File: src/rtl/io_bus_arbiter.sv
// io_bus_arbiter: round-robin owner selection for a shared pad bus.
// Sequences read/write beats and forces a released turnaround between owners.
module io_bus_arbiter #(
  parameter int N_REQ       = 4,
  parameter int DATA_W      = 8,
  parameter int MAX_BURST   = 16,
  parameter int TURN_CYCLES = 1
) (
  input  logic                    clk,
  input  logic                    rst_n,
  input  logic [N_REQ-1:0]        req,
  input  logic [N_REQ-1:0]        wr,
  input  logic [N_REQ*DATA_W-1:0] wdata,
  output logic [N_REQ-1:0]        gnt,
  output logic [DATA_W-1:0]       rdata,
  output logic [N_REQ-1:0]        rvalid,
  output logic                    busy,
  input  logic [DATA_W-1:0]       pad_in,
  output logic [DATA_W-1:0]       pad_out,
  output logic [DATA_W-1:0]       pad_oeb
);

  localparam int PTR_W  = (N_REQ > 1) ? $clog2(N_REQ) : 1;
  localparam int BEAT_W = $clog2(MAX_BURST + 1);
  localparam int TURN_W = $clog2(TURN_CYCLES + 1);

  typedef enum logic [1:0] {
    S_IDLE,
    S_GRANT,
    S_TURN
  } state_t;

  state_t              state_q, state_d;
  logic [N_REQ-1:0]    gnt_q, gnt_d;
  logic                dir_q, dir_d;
  logic [BEAT_W-1:0]   beat_q, beat_d;
  logic [PTR_W-1:0]    ptr_q, ptr_d;
  logic [TURN_W-1:0]   turn_q, turn_d;
  logic [DATA_W-1:0]   pad_out_q, pad_out_d;
  logic                oeb_q, oeb_d;
  logic [DATA_W-1:0]   rdata_q, rdata_d;
  logic [N_REQ-1:0]    rvalid_q, rvalid_d;
  logic                busy_q, busy_d;

  logic                win_vld;
  logic [PTR_W-1:0]    win_idx;
  logic [PTR_W:0]      cand;
  logic [N_REQ-1:0]    win_oh;
  logic [N_REQ-1:0]    own_oh;
  logic                own_req;
  logic [DATA_W-1:0]   own_wdata;
  logic                beat_ok;

  // Round-robin search from ptr+1, wrapping explicitly modulo N_REQ
  always_comb begin
    win_vld = 1'b0;
    win_idx = '0;
    cand    = '0;
    for (int i = 1; i <= N_REQ; i++) begin
      cand = {1'b0, ptr_q} + (PTR_W+1)'(i);
      if (cand >= (PTR_W+1)'(N_REQ)) begin
        cand = cand - (PTR_W+1)'(N_REQ);
      end
      if (!win_vld && req[cand[PTR_W-1:0]]) begin
        win_vld = 1'b1;
        win_idx = cand[PTR_W-1:0];
      end
    end
  end

  // Owner-side views: ptr holds the current (or last) owner
  always_comb begin
    win_oh    = N_REQ'(1) << win_idx;
    own_oh    = N_REQ'(1) << ptr_q;
    own_req   = req[ptr_q];
    own_wdata = wdata[ptr_q*DATA_W +: DATA_W];
    beat_ok   = own_req && (beat_q < BEAT_W'(MAX_BURST));
  end

  // Next-state, grant, beat and pad sequencing
  always_comb begin
    state_d   = state_q;
    gnt_d     = gnt_q;
    dir_d     = dir_q;
    beat_d    = beat_q;
    ptr_d     = ptr_q;
    turn_d    = turn_q;
    pad_out_d = pad_out_q;
    oeb_d     = oeb_q;
    rdata_d   = rdata_q;
    rvalid_d  = '0;
    unique case (state_q)
      S_IDLE: begin
        if (win_vld) begin
          state_d = S_GRANT;
          gnt_d   = win_oh;
          dir_d   = wr[win_idx];
          beat_d  = '0;
          ptr_d   = win_idx;
        end
      end
      S_GRANT: begin
        if (beat_ok) begin
          beat_d = beat_q + BEAT_W'(1);
          if (dir_q) begin
            pad_out_d = own_wdata;
            oeb_d     = 1'b0;
          end else begin
            rdata_d  = pad_in;
            rvalid_d = own_oh;
          end
        end else begin
          state_d   = S_TURN;
          gnt_d     = '0;
          pad_out_d = '0;
          oeb_d     = 1'b1;
          turn_d    = TURN_W'(TURN_CYCLES);
        end
      end
      S_TURN: begin
        turn_d = turn_q - TURN_W'(1);
        if (turn_q <= TURN_W'(1)) begin
          state_d = S_IDLE;
        end
      end
      default: begin
        state_d = S_IDLE;
      end
    endcase
    busy_d = (state_d != S_IDLE);
  end

  // State and output registers; reset releases the pads immediately
  always_ff @(posedge clk or negedge rst_n) begin
    if (!rst_n) begin
      state_q   <= S_IDLE;
      gnt_q     <= '0;
      dir_q     <= 1'b0;
      beat_q    <= '0;
      ptr_q     <= PTR_W'(N_REQ - 1);
      turn_q    <= '0;
      pad_out_q <= '0;
      oeb_q     <= 1'b1;
      rdata_q   <= '0;
      rvalid_q  <= '0;
      busy_q    <= 1'b0;
    end else begin
      state_q   <= state_d;
      gnt_q     <= gnt_d;
      dir_q     <= dir_d;
      beat_q    <= beat_d;
      ptr_q     <= ptr_d;
      turn_q    <= turn_d;
      pad_out_q <= pad_out_d;
      oeb_q     <= oeb_d;
      rdata_q   <= rdata_d;
      rvalid_q  <= rvalid_d;
      busy_q    <= busy_d;
    end
  end

  assign gnt     = gnt_q;
  assign rdata   = rdata_q;
  assign rvalid  = rvalid_q;
  assign busy    = busy_q;
  assign pad_out = pad_out_q;
  assign pad_oeb = {DATA_W{oeb_q}};

endmodule

File: config.mk
export PLATFORM = sky130hd
export DESIGN_NAME = io_bus_arbiter
export DESIGN_NICKNAME = d
export VERILOG_FILES = /design/src/rtl/io_bus_arbiter.sv
export SDC_FILE = /design/constraint.sdc
export NUM_CORES = 1
export LEC_CHECK = 0
export ABC_AREA = 0
export CAP_MARGIN = 20
export CORE_MARGIN = 2
export CORE_UTILIZATION = 30
export CTS_BUF_LIST = sky130_fd_sc_hd__clkbuf_4 sky130_fd_sc_hd__clkbuf_8
export CTS_CLUSTER_DIAMETER = 120
export DETAILED_ROUTE_END_ITERATION = 16
export GPL_ROUTABILITY_DRIVEN = 0
export PLACE_DENSITY = 0.68
export REMOVE_ABC_BUFFERS = 1
export SKIP_LAST_GASP = 1
export SYNTH_ARGS = -nofsm -noshare
export SYNTH_HDL_FRONTEND = slang
export SYNTH_SLANG_ARGS = --single-unit
File: constraint.sdc
create_clock -name clk -period 6.2 [get_ports clk]
set_input_delay 1.24 -clock clk [delete_from_list [all_inputs] [get_ports clk]]
set_output_delay 1.24 -clock clk [all_outputs]
set_load 0.02 [all_outputs]
# Yosys cells after proc, flatten, opt, wreduce, memory -nomap -nowiden
# Cells that the tools add are included.
[totals] register_bits=37 output_inout_bits=33
[op_classes] n_addsub=10 n_lt_le_gt_ge=12 eq_ne=6 shifts=3 muxes=43 bitwise=1 reduce_logical=17
[ops] cell="32-bit by 6-bit variable part select with 8-bit output" n=1
[ops] cell="2-bit 2-to-1 mux" n=11
[ops] cell="4-bit 2-to-1 mux" n=5
[ops] cell="2-bit by 3-bit less-than comparator with 1-bit output, second input constant" n=6
[ops] cell="8-bit 2-to-1 mux" n=2
[ops] cell="1-bit 2-to-1 mux" n=13
[ops] cell="1-bit binary-select mux with 2-bit select" n=6
[ops] cell="3-bit greater-or-equal comparator, second input constant" n=4
[ops] cell="5-bit 2-to-1 mux" n=2
[ops] cell="5-bit case mux with 2 select lines" n=1
[ops] cell="3-bit AND reduction" n=3
[ops] cell="2-bit inequality test, second input constant" n=4
[ops] cell="4-bit case mux with 2 select lines" n=1
[ops] cell="1-bit by 2-bit left shift with 4-bit output, first input constant" n=2
[ops] cell="2-bit by 1-bit subtractor with 2-bit output, second input constant" n=4
[ops] cell="2-bit by 2-bit adder with 3-bit output, second input constant" n=2
[ops] cell="2-bit case mux with 3 select lines" n=1
[ops] cell="2-bit AND reduction" n=3
[ops] cell="2-bit nonzero test" n=3
[ops] cell="5-bit by 1-bit adder with 5-bit output, second input constant" n=1
[ops] cell="5-bit less-than comparator, second input constant" n=1
[ops] cell="1-bit logical AND" n=4
[ops] cell="2-bit by 1-bit adder with 3-bit output, second input constant" n=1
[ops] cell="2-bit by 3-bit adder with 3-bit output, second input constant" n=1
[ops] cell="8 further kinds" n=10

# Longest topological paths before layout
# Gate-level depths: netlist of run 1.
[depth] ltp_word=18 depth_mapped=9

# Worst setup path before layout of run 1
# Ideal clock, no wire load.
[synth_path] path_kind="in2reg" from="input req[0]" to="register dir_q" setup_time_ns=0.126 t_arrival_ns=2.637 t_required_ns=6.074 path_slack_ns=3.437 stages=6 cell_sequence="buf_6 -> mux4_2 -> a211o_1 -> o32ai_2 -> nor2_1 -> a221o_1"
[synth_between] elab_chain_len=14
[synth_rtl] element="start: declaration" line_no="11" rtl="input logic [N_REQ-1:0] req,"
[synth_rtl] element="1-bit binary-select mux with 2-bit select" line_no="64" rtl="if (!win_vld && req[cand[PTR_W-1:0]]) begin"
[synth_rtl] element="1-bit 2-to-1 mux (not written as such)" line_no="64"
[synth_rtl] element="1-bit 2-to-1 mux" line_no="64"
[synth_rtl] element="1-bit zero test" line_no="64"
[synth_rtl] element="1-bit logical AND" line_no="64"
[synth_rtl] element="1-bit 2-to-1 mux" line_no="64"
[synth_rtl] element="1-bit zero test" line_no="64"
[synth_rtl] element="1-bit logical AND" line_no="64"
[synth_rtl] element="1-bit 2-to-1 mux" line_no="64"
[synth_rtl] element="1-bit zero test" line_no="64"
[synth_rtl] element="1-bit logical AND" line_no="64"
[synth_rtl] element="2-bit 2-to-1 mux" line_no="64"
[synth_rtl] element="1-bit binary-select mux with 2-bit select" line_no="97" rtl="dir_d = wr[win_idx];"
[synth_rtl] element="1-bit 2-to-1 mux (not written as such)" line_no="97"
[synth_rtl] element="end signal: assignment" line_no="150" rtl="dir_q <= dir_d;"
[synth_rtl] element="end: declaration" line_no="35" rtl="logic dir_q, dir_d;"
# Parallel ways exist; a longest one is shown, timed or not. The select of a mux whose other input is x is not followed.
# A chain may end at the register's enable or synchronous reset.

# Worst setup path after layout of run 1
[layout_path] from="input req[1]" to="register rdata_q[0] (netlist: rdata[0])"
[layout_between] elab_chain_len=4
[layout_rtl] element="1-bit binary-select mux with 2-bit select" line_no="75" rtl="own_req = req[ptr_q];"
[layout_rtl] element="1-bit 2-to-1 mux (not written as such)" line_no="75"
[layout_rtl] element="1-bit logical AND" line_no="77" rtl="beat_ok = own_req && (beat_q < BEAT_W'(MAX_BURST));"
[layout_rtl] element="3-bit AND reduction (no line)"
[layout_rtl] element="end signal: assignment" line_no="156" rtl="rdata_q <= rdata_d;"
[layout_rtl] element="end: declaration" line_no="41" rtl="logic [DATA_W-1:0] rdata_q, rdata_d;"
# No other way between the ends. The select of a mux whose other input is x is not followed.

==> flow_summary.ini, run 1 <==
[worst_setup_path]
cp.required_ns = 6.37
slowest_stage = clkdlybuf4s50_1
r2r_end = dir_q
cp_max_fo = 12
critPathKind = in -> reg
r2r-start = ptr_q[0]
start_kind = input port
crit_chain = clkdlybuf4s50_1 > mux4_2 > nor2b_2 > nand2_2 > nor2_1 > mux2_2
critPathArrivalTime_ns = 3.60
r2r_cells = 7
crit_start = req[1]
regToRegSetupSlack_ns = 2.93
critPathBufInv = 1
critPathCaptureType = flop
crit_family = simple AND/OR/NAND/NOR gates
cpPeakStageDelay_ns = 0.68

[sta]
fmax_ghz = 0.291
finalSetupViolCount = 0
clock-skew-final_ns = 0.00485
tightest_slew_ns = 0.832
hold_viol = 0
setup_ws_ns = 2.77
fin_setup_tns_ns = 0
slew_violations = 0
relSlewSlack_pct = 44.3
rsz0062_at_grt = no
post-route-period-util_pct = 55.4
min_period_ns = 3.43

[global_route]
grtUsageMet3_pct = 2.45
grt_max_degree = 37
grt_pass1_vias = 1609
grt_pass1_wl_um = 7460
grt_overflow = 0
grt_use_total_pct = 12.4
busiest_layer = met2
antenna_found_initial = 0
gr-usage-met1_pct = 15.4
grt_util_met2_pct = 21.1

[cts]
htreeDepth = 2
cts_made_buffers = 5
cts_tree = yes
clk_path_buf_depth = 2
root_buffer = clkbuf_8
clkSinkCount = 36
clock_latency_ns = 0.29
post-cts-setup-buffer-count = 0
postCtsHoldBufs = 0
path_clk_slew_ns = 0.07
post_cts_resized = 0

[logic_synthesis]
netlist_area_mm2 = 0.00210
netlist.area_leader.share_pct = 39.4
ys_ff_latch = 36
synth-async-reset-ratio_pct = 100
synth_edf_count = 0
synthFlopType = dfrtp_1
synthCells = 193
ys_warn_count = 0
synth_area_leaders = dfrtp_1 39%, mux4_2 13%, o21ai_0 4.1%
synth.most_common_cell = dfrtp_1
synth_commonest_cells = 33 x dfrtp_1, 22 x nand2_1, 17 x o21ai_0
ys_types = 44
synth_largest_area_cell = dfrtp_1
synth_seq_area_share_pct = 43.1
avgSynthCellArea_um2 = 10.9

[worst_hold_path]
hold_path.startpoint = pad_out[1]
min_path_cells = 2
whs_endpoint = pad_out[1]
min_path_type = reg -> reg

[layout]
instances_no_fill = 363
area_growth_pct = 44.2
drive_gt1_share_pct = 14.2
nets = 321
diodes = 0
final_util_pct = 44.5
fillers = 645

[floorplanning]
coreArea_mm2 = 0.00679
die_y_um = 87.6
dieArea_mm2 = 0.00768
start_util_pct = 30.9
rows = 30
die_w_um = 87.6
ios = 83

[flow_run]
maxCapViolCount = 0

[placed_design]
portBuffers = 82
post-place-ws_ns = 2.43
dp_cells = 355
dp_hpwl_um = 3550

[routing]
drt-wirelength-per-cell_um = 12.8
vias = 1663
drtIter0Drc = 69
drcViolationCount = 0
vias_per_cell = 4.58
drt-pass1-iter-count = 4
wl_um = 4640
ant_nets = 0

[power_and_ir_drop]
clkPwrFrac_pct = 14.6
p_leak_nw = 1.27
peakVddDrop_uv = 198
power.switching_w = 0.000558
power_frac_seq_pct = 31.2
p_int_w = 0.000839
p_comb_share_pct = 54.3
power.total_w = 0.00140
powerDensity_mw_per_mm2 = 462
switching_share_pct = 40.0

[status]
status = complete, no violations
-- placed cells by master, fill, tap and decap left out, drive strengths merged, types with 3 or more instances in the layout --
| cell | count |
|---|---|
| a211oi | 3 |
| a21o | 4 |
| a21oi | 4 |
| and2 | 6 |
| clkbuf | 6 |
| clkdlybuf4s50 | 81 |
| dfrtp | 33 |
| dfstp | 3 |
| ha | 5 |
| inv | 12 |
| mux2 | 9 |
| mux4 | 12 |
| nand2 | 23 |
| nand2b | 3 |
| nand3 | 3 |
| nor2 | 13 |
| o21ai | 18 |
-- per-layer routing --
layer | up-vias | wire length, µm
li1 | 823 | -
met1 | 792 | 1990
met2 | 42 | 2380
met3 | 6 | 194
met4 | 0 | 78
met5 | - | 0
-- final cells by class --
type                            instances  area, µm²  area share, %
Sequential cell                        36        905           29.9
Tap cell                               96        120           3.97
Clock inverter                          2       35.0           1.16
Clock buffer                            6       76.3           2.52
Multi-Input combinational cell        129       1030           34.0
Inverter                               12       45.0           1.49
Timing Repair Buffer                   82        816           27.0
-- how the worst max path moves through the flow --
stage | to | depth (start not counted)
6_report | rdata[0] | 6
5_1_grt | rdata[0] | 6
4_1_cts | rdata[0] | 6
3_5_place_dp | rdata[0] | 6
3_3_place_gp | rdata[2] | 6
2_1_floorplan | dir_q | 7
-- through the flow --
step | hold WS [ns] | cell area, µm²
after detailed placement | 0.470 | 2910
after CTS | 0.485 | 3030
final | 0.478 | 3030
after global placement | 0.461 | 2910
after floorplan | 0.486 | 1980
after global routing | 0.513 | 3030
-- registers in the layout, indices dropped and copies added, names as in the netlist --
signal   cells
rvalid       4
gnt          4
rdata        8
ptr_q        2
pad_out      8
dir_q        1
beat_q       5
busy         1
state_q      2
oeb_q        1
-- cell families (layout without fill, tap and decap cells) --
logic type               count (synthesis)  after routing  synth area share [%]
multiplexers                            23             23                  18.8
XOR/XNOR                                 2              2                 0.835
AND/OR/NAND/NOR                         58             58                  13.5
buffers and inverters                   28            102                  7.87
adder cells (fa/ha/maj)                  5              5                  2.98
AO/OA/AOI/OAI                           41             41                  12.8
flip-flops                              36             36                  43.1
-- power by group through the flow --
stage               clock network [W]  registers (W)  logic [W]
floorplan                           0       0.000519   0.000386
global placement                    0       0.000441   0.000756
detailed placement                  0       0.000443   0.000765
CTS                          0.000211       0.000439   0.000768
global route                 0.000221       0.000454   0.000827
finish                       0.000203       0.000436   0.000758
-- worst min-delay path: cells and delay by family (launching register included) --
family / cells / cell delay (ns)
AND/OR/NAND/NOR: 1 / 0.05
flip-flops: 1 / 0.34
AO/OA/AOI/OAI: 1 / 0.06
Note: power is estimated with default switching activity, not from simulation.
==> run 2: changes to the inputs <==
==> constraint.sdc (replaced) <==
create_clock -name clk -period 3.4 [get_ports clk]
set_input_delay 0.68 -clock clk [delete_from_list [all_inputs] [get_ports clk]]
set_output_delay 0.68 -clock clk [all_outputs]
set_load 0.02 [all_outputs]
==> flow_summary.ini, run 2 (synthesis results as in run 1) <==
[sta]
relSlewSlack_pct = 46.8
setup_ws_ns = 0.797
fin_hold_ws_ns = 0.479
tightest_slew_ns = 0.798
post-route-period-util_pct = 76.6
finalSetupViolCount = 0
fmax_ghz = 0.384
min_period_ns = 2.60
clock-skew-final_ns = 0.00499
fin_setup_tns_ns = 0
hold_viol = 0
rsz0062_at_grt = no
slew_violations = 0

[cts]
cts_made_buffers = 5
post_cts_resized = 0
clock_latency_ns = 0.28
htreeDepth = 2
post-cts-setup-buffer-count = 0
cts_tree = yes
clkSinkCount = 36
root_buffer = clkbuf_8
postCtsHoldBufs = 0
path_clk_slew_ns = 0.06
clk_path_buf_depth = 2

[worst_hold_path]
min_path_type = in -> async

[worst_setup_path]
endpoint = dir_q
critPathArrivalTime_ns = 2.77
regToRegSetupSlack_ns = 0.80
r2r-start = ptr_q[1]
r2r_end = dir_q
slowest_stage = mux4_2
crit_start = ptr_q[1]
cpPeakStageDelay_ns = 0.57
start_kind = flop
crit_chain = inv_1 > ha_1 > mux4_2 > a211o_1 > o32ai_2 > nor2_1 > a221o_1
critPathCaptureType = flop
cp_max_fo = 7
cp.required_ns = 3.56
critPathKind = reg -> reg
r2r_cells = 7

[global_route]
grtUsageMet3_pct = 2.92
busiest_layer = met2
gr-usage-met1_pct = 16.1
antenna_found_initial = 0
grt_pass1_vias = 1649
grt_overflow = 0
grt_use_total_pct = 12.8
grt_pass1_wl_um = 7690
grt_util_met2_pct = 21.3
grt_max_degree = 37

[layout]
final_common_cell = clkdlybuf4s50_1
instances_no_fill = 367
fillers = 650
register_area_um2 = 905
nets = 325
area_growth_pct = 44.7
drive_gt1_share_pct = 15.5
multi_input_area_mm2 = 0.00103
diodes = 0
final_cell_mix = 81 x clkdlybuf4s50_1, 33 x dfrtp_1, 22 x nand2_1

[floorplanning]
rows = 30
die_w_um = 87.6
ios = 83
dieArea_mm2 = 0.00768
coreArea_mm2 = 0.00679
die_y_um = 87.6
start_util_pct = 30.9

[routing]
drtIter0Drc = 76
ant_nets = 0
vias = 1697
wl_um = 4760
drcViolationCount = 0
drt-wirelength-per-cell_um = 13.0
vias_per_cell = 4.62
drt-pass1-iter-count = 4

[placed_design]
post-place-ws_ns = 0.546
dp_hpwl_um = 3670
portBuffers = 82
dp_cells = 359

[power_and_ir_drop]
powerDensity_mw_per_mm2 = 831
clkPwrFrac_pct = 12.3
p_int_w = 0.00150
p_comb_share_pct = 60.3
power.switching_w = 0.00102
switching_share_pct = 40.5
power_frac_seq_pct = 27.4
p_leak_nw = 1.28
peakVddDrop_uv = 299

[flow_run]
maxCapViolCount = 0

[status]
status = complete, no violations
-- run 2: changes by cell type in the layout (fill, tap and decap cells not counted), sizes merged --
cell    delta
clkbuf     +2
bufinv     -1
clkinv     -1
buf        +4
-- run 2: layout make-up --
class,count,area share (%)
inverters,12,1.48
multi-input cells,129,33.9
clock buffers,8,3.01
flip-flops and latches,36,29.8
well taps,96,3.96
repair buffers,86,27.9
-- run 2: how the worst min path moves through the flow --
stage / startpoint / to / slack [ns] / cells past startpoint
after floorplan: rst_n / beat_q[0] / 0.38 / 0
after global placement: pad_out[1] / pad_out[1] / 0.46 / 2
after detailed placement: pad_out[6] / pad_out[6] / 0.47 / 2
after CTS: gnt[2] / gnt[2] / 0.49 / 2
after global routing: pad_out[0] / pad_out[0] / 0.52 / 2
final: rst_n / gnt[0] / 0.48 / 1
-- run 2: through the flow --
step | area, µm² | total power (W) | util (%)
after global placement | 2940 | 0.00221 | 43.3
after detailed placement | 2940 | 0.00224 | 43.3
after CTS | 3040 | 0.00256 | 44.7
after global routing | 3040 | 0.00272 | 44.7
after floorplan | 1980 | 0.00165 | -
final | 3040 | 0.00252 | 44.7
-- run 2: worst max-delay path: cells and delay by family, from the launching register on --
family / cells / cell delay, ns
buffers and inverters: 1 / 0.12
and+or+nand+nor: 1 / 0.07
AOI/OAI and AO/OA: 3 / 0.78
muxes: 1 / 0.57
adders and majority gates: 1 / 0.41
DFF: 1 / 0.53
-- run 2: layer usage --
layer	routed length (µm)	share of wire, %
met1	1980	42
met2	2490	52
met3	236	5.0
met4	48	1.0
met5	0	0
-- run 2: power groups by stage --
stage	sequential (W)	clock (W)	combinational (W)
2_1_floorplan	0.000947	0	0.000703
3_3_place_gp	0.000692	0	0.00152
3_5_place_dp	0.000702	0	0.00154
4_1_cts	0.000694	0.000325	0.00154
5_1_grt	0.000718	0.000348	0.00165
6_report	0.000692	0.000309	0.00152
